File: config.mk
export PLATFORM = sky130hd
export DESIGN_NAME = adc_conv_scheduler
export DESIGN_NICKNAME = d
export VERILOG_FILES = /design/src/rtl/adc_conv_scheduler.sv
export SDC_FILE = /design/constraint.sdc
export NUM_CORES = 1
export LEC_CHECK = 0
export CAP_MARGIN = 20
export CORE_MARGIN = 1
export CORE_UTILIZATION = 55
export DETAILED_ROUTE_END_ITERATION = 12
export PLACE_DENSITY = 0.87
export SLEW_MARGIN = 15
export SYNTH_ARGS = -nofsm -noshare
export SYNTH_HDL_FRONTEND = slang
export SYNTH_SLANG_ARGS = --single-unit
File: constraint.sdc
create_clock -name clk -period 4 [get_ports clk]
set_input_delay 1 -clock clk [delete_from_list [all_inputs] [get_ports clk]]
set_output_delay 1 -clock clk [all_outputs]
set_load 0.005 [all_outputs]
File: src/rtl/adc_conv_scheduler.sv
// rtl/adc_conv_scheduler.sv - ADC conversion scheduler with timeout, frame check and sample FIFO
module adc_conv_scheduler #(
  parameter int DIV_W      = 12,
  parameter int FIFO_DEPTH = 4,
  parameter int TIMEOUT    = 2048
) (
  input  logic                        clk,
  input  logic                        reset,
  input  logic                        enable,
  input  logic [DIV_W-1:0]            period,
  output logic                        conv_start,
  input  logic                        conv_done,
  input  logic [15:0]                 conv_data,
  output logic [11:0]                 sample_data,
  output logic                        sample_valid,
  input  logic                        sample_ready,
  output logic [$clog2(FIFO_DEPTH):0] fifo_level,
  output logic                        sched_miss,
  output logic                        frame_err,
  output logic                        overrun,
  output logic                        timeout_err,
  input  logic                        clear_err
);

  localparam int AW = $clog2(FIFO_DEPTH);
  localparam int TW = $clog2(TIMEOUT + 1);
  localparam logic [TW-1:0] TO_LAST = TW'(TIMEOUT - 1);
  localparam logic [AW:0]   FULL_LVL = (AW + 1)'(FIFO_DEPTH);

  typedef enum logic [1:0] {S_IDLE, S_ISSUE, S_WAIT} state_t;

  state_t           state_q;
  logic [DIV_W-1:0] cnt_q;
  logic [TW-1:0]    to_q;
  logic             conv_start_q;
  logic [11:0]      mem_q [FIFO_DEPTH];
  logic [AW-1:0]    wr_q, rd_q;
  logic [AW:0]      level_q;
  logic             miss_q, ferr_q, ovr_q, terr_q;

  logic tick, done_ok, push_req, frame_bad, pop, full, push, drop, miss_ev, to_ev;

  assign tick      = enable && (cnt_q == period);
  assign done_ok   = (state_q == S_WAIT) && conv_done;
  assign push_req  = done_ok && (conv_data[15:12] == 4'h0);
  assign frame_bad = done_ok && (conv_data[15:12] != 4'h0);
  assign pop       = (level_q != '0) && sample_ready;
  assign full      = (level_q == FULL_LVL);
  // A full FIFO still accepts the push when the head leaves in the same cycle.
  assign push      = push_req && (!full || pop);
  assign drop      = push_req && full && !pop;
  assign miss_ev   = tick && ((state_q == S_ISSUE) || ((state_q == S_WAIT) && !conv_done));
  assign to_ev     = (state_q == S_WAIT) && !conv_done && (to_q == TO_LAST);

  always_ff @(posedge clk or posedge reset) begin
    if (reset) begin
      cnt_q <= '0;
    end else if (!enable || tick) begin
      cnt_q <= '0;
    end else begin
      cnt_q <= cnt_q + 1'b1;
    end
  end

  always_ff @(posedge clk or posedge reset) begin
    if (reset) begin
      state_q      <= S_IDLE;
      conv_start_q <= 1'b0;
      to_q         <= '0;
    end else begin
      case (state_q)
        S_IDLE: begin
          if (tick) begin
            state_q      <= S_ISSUE;
            conv_start_q <= 1'b1;
          end
        end
        S_ISSUE: begin
          state_q      <= S_WAIT;
          conv_start_q <= 1'b0;
          to_q         <= '0;
        end
        S_WAIT: begin
          // A tick coinciding with conv_done starts the next conversion directly.
          if (conv_done) begin
            state_q      <= tick ? S_ISSUE : S_IDLE;
            conv_start_q <= tick;
          end else if (to_q == TO_LAST) begin
            state_q <= S_IDLE;
          end else begin
            to_q <= to_q + 1'b1;
          end
        end
        default: begin
          state_q      <= S_IDLE;
          conv_start_q <= 1'b0;
        end
      endcase
    end
  end

  always_ff @(posedge clk) begin
    if (push) mem_q[wr_q] <= conv_data[11:0];
  end

  always_ff @(posedge clk or posedge reset) begin
    if (reset) begin
      wr_q    <= '0;
      rd_q    <= '0;
      level_q <= '0;
    end else begin
      if (push) wr_q <= wr_q + 1'b1;
      if (pop)  rd_q <= rd_q + 1'b1;
      case ({push, pop})
        2'b10:   level_q <= level_q + 1'b1;
        2'b01:   level_q <= level_q - 1'b1;
        default: level_q <= level_q;
      endcase
    end
  end

  always_ff @(posedge clk or posedge reset) begin
    if (reset) begin
      miss_q <= 1'b0;
      ferr_q <= 1'b0;
      ovr_q  <= 1'b0;
      terr_q <= 1'b0;
    end else begin
      miss_q <= (miss_q & ~clear_err) | miss_ev;
      ferr_q <= (ferr_q & ~clear_err) | frame_bad;
      ovr_q  <= (ovr_q  & ~clear_err) | drop;
      terr_q <= (terr_q & ~clear_err) | to_ev;
    end
  end

  assign conv_start   = conv_start_q;
  assign sample_valid = (level_q != '0);
  assign sample_data  = sample_valid ? mem_q[rd_q] : 12'h000;
  assign fifo_level   = level_q;
  assign sched_miss   = miss_q;
  assign frame_err    = ferr_q;
  assign overrun      = ovr_q;
  assign timeout_err  = terr_q;

endmodule

==> results of run 1 <==
[synth_stat cells (4+ instances only)]
| cell | n |
|---|---|
| a21oi_1 | 7 |
| edfxtp_1 | 48 |
| nor2_1 | 20 |
| nand4_1 | 5 |
| nor3_1 | 6 |
| xnor2_1 | 23 |
| and2_1 | 16 |
| mux4_2 | 12 |
| buf_4 | 4 |
| dfrtp_1 | 38 |
| o21ai_0 | 4 |
| nand3_1 | 14 |
| inv_1 | 13 |
| ha_1 | 6 |
| o31ai_1 | 9 |
| or4_1 | 7 |
| nand2_1 | 18 |
| clkbuf_1 | 5 |
[cell families after synthesis]
group,synth area share (%)
fa+ha+maj,2.34
compound gates,7.32
flops,58.8
xor+xnor,5.59
mux,7.41
simple gates,15.8
buf+inv,2.77
[worst max-delay path: stages, from the launching register on]
cell and delay, ns:
dfrtp_1 0.88, mux4_2 0.61, and2_1 0.17, clkdlybuf4s50_1 0.43
[state kept, by name, summed over array words and instances, names as in the netlist, 2 cells and up]
signal and flops:
to_q 12, fifo_level 3, cnt_q 12, rd_q 2, state_q 2, mem_q 48
wr_q 2
[final timing paths]
path / from / to / slack (ns)
setup / recovery: rd_q[0]$_DFFE_PP0P_ / sample_data[9] / 0.54
hold reg to reg: frame_err$_DFF_PP0_ / frame_err$_DFF_PP0_ / 0.50
max in group asynchronous: reset / to_q[4]$_DFFE_PP0P_ / 2.60
setup reg to reg: fifo_level[0]$_DFFE_PP0P_ / fifo_level[2]$_DFFE_PP0P_ / 1.72
min in group asynchronous: reset / wr_q[1]$_DFFE_PP0P_ / 1.04
hold / removal: frame_err$_DFF_PP0_ / frame_err$_DFF_PP0_ / 0.50
[per-layer routing]
layer  vias to the layer above  global-route usage (%)  share of wire (%)  wire [microns]
li1                       1259                       -                  -               -
met1                      1336                    28.7                 43            3380
met2                        70                    37.2                 51            4020
met3                        15                    5.09                3.5             272
met4                         0                    9.38                2.0             159
met5                         -                       0                  0               0
[through the flow]
| step | setup slack, ns | utilization (%) | cell area, sq um | hold WS (ns) |
|---|---|---|---|---|
| after floorplan | 1.35 | - | 4070 | 0.478 |
| after global placement | 0.620 | 67.2 | 4690 | 0.473 |
| after detailed placement | 0.544 | 67.2 | 4690 | 0.477 |
| after CTS | 0.467 | 69.8 | 4870 | 0.501 |
| after global routing | 0.397 | 69.8 | 4870 | 0.524 |
| final | 0.542 | 69.8 | 4870 | 0.502 |
[layout make-up]
| cell class | count | area (sq um) |
|---|---|---|
| tap | 96 | 120 |
| clock inverter | 7 | 61.3 |
| fill | 515 | 2110 |
| sequential | 86 | 2390 |
| clock buffer | 9 | 124 |
| inverter | 13 | 48.8 |
| timing repair buffer | 57 | 563 |
| multi-input combinational | 198 | 1570 |
[where the power goes]
group	total [uW]	switching [uW]	leakage (uW)	internal [uW]
Sequential	1070	105	0.000934	968
Clock	582	344	0.0000892	239
Combinational	640	218	0.000740	421
==> out/metrics.yaml, run 1 <==
synth:
  ys_seq_elements: 86
  synth_area_leaders: "edfxtp_1, dfrtp_1, mux4_2"
  yosys.area.top_type: "edfxtp_1"
  synth_enable_flop_cells: 48
  ys_types: 55
  syn_nets: 349
  yosysWarnings: 0
  ys_async_sr_fraction_pct: 44.2
  yosysSeqAreaShare_pct: 58.8
  synthCells: 308
  synth_area_sq_um: 4070
  avgSynthCellArea_sq_um: 13.2
  synth_top_cell_area_share_pct: 35.4
  synth_flop_cell: "edfxtp_1"
grt:
  grt_pass1_wl_microns: 12900
  track_usage_pct: 22.4
  first_global_vias: 2769
  overflow: 0
  antenna_found_initial: 0
  grt_max_degree: 39
cts:
  post_cts_resized: 0
  cts_max_level: 3
  cts_setup_buffers: 0
  cts_buffer_depth: 2
  cts_tree: "yes"
  path_clk_slew_ns: 0.09
  ctsHoldBuffers: 0
  clock_latency_ns: 0.36
  cts_root_buf: "clkbuf_8"
  cts_inserted_buffers: 9
  cts.sinks: 86
power_and_ir_drop:
  peakVddDrop_mv: 0.270
  total_power_uw: 2290
  power_density_nw_per_um2: 471
  leakage_uw: 0.00176
sta:
  finalMaxSlewViolations: 0
  tns_ns: 0
  tightest_slew_ns: 0.806
  finalCriticalPeriod_ns: 3.46
  hold_violations: 0
  max_freq_ghz: 0.289
  post-route-period-util_pct: 86.4
  rsz0062_at_grt: "no"
  setup_viol: 0
  clock_skew_ns: 0.0156
  max_slew_margin_pct: 46.2
run:
  maxCapViolCount: 0
worst_setup_path:
  end_kind: "output pin"
  startpoint_type: "flop"
  ff2ff_path_depth: 6
  crit_required_ns: 3.00
  critPathMaxFanout: 13
  critPathKind: "reg -> out"
  worstPathArrival_ns: 2.46
floorplan:
  core_region_area_sq_um: 6980
  die_y_microns: 88.0
  die_x_microns: 88.0
  num_rows: 30
  initial_core_util_pct: 58.3
  die_area_sq_um: 7750
  io_pins: 55
layout:
  layout_common_cells: "clkdlybuf4s50_1, edfxtp_1, dfrtp_1, xnor2_1, nor2_1"
  mostFrequentLayoutCell: "clkdlybuf4s50_1"
  syn_to_final_growth_pct: 19.8
  drive_gt1_share_pct: 11.9
  num_antenna_cells: 0
  stdcell_count: 466
  layout.nets: 406
routing:
  wl_microns: 7830
  antenna_left: 0
  viasPerCell: 5.75
  wl_per_cell_microns: 16.8
  drc: 0
  drt_iter0_drc: 188
  vias: 2680
  dr.pass1.iters: 4
run_status:
  status: "finished, final reports clean"
placed_design:
  post-place-cells: 450
  place.gp.congestion: 0.785
  numPortBuffers: 54
  hpwl_microns: 5430
hold_path:
  min_path_type: "reg -> reg"
  hold_depth: 1
No activity file was read; power rests on OpenSTA's default activity.
==> run 2: changes to the inputs <==
--- a/config.mk
+++ b/config.mk
@@ -8,6 +8,7 @@
 export CAP_MARGIN = 20
 export CORE_MARGIN = 1
 export CORE_UTILIZATION = 55
+export CTS_CLUSTER_SIZE = 10
 export DETAILED_ROUTE_END_ITERATION = 12
 export PLACE_DENSITY = 0.87
 export SLEW_MARGIN = 15
==> results of run 2 <==
The final DEF is identical to that of run 1; final timing and power are the same.
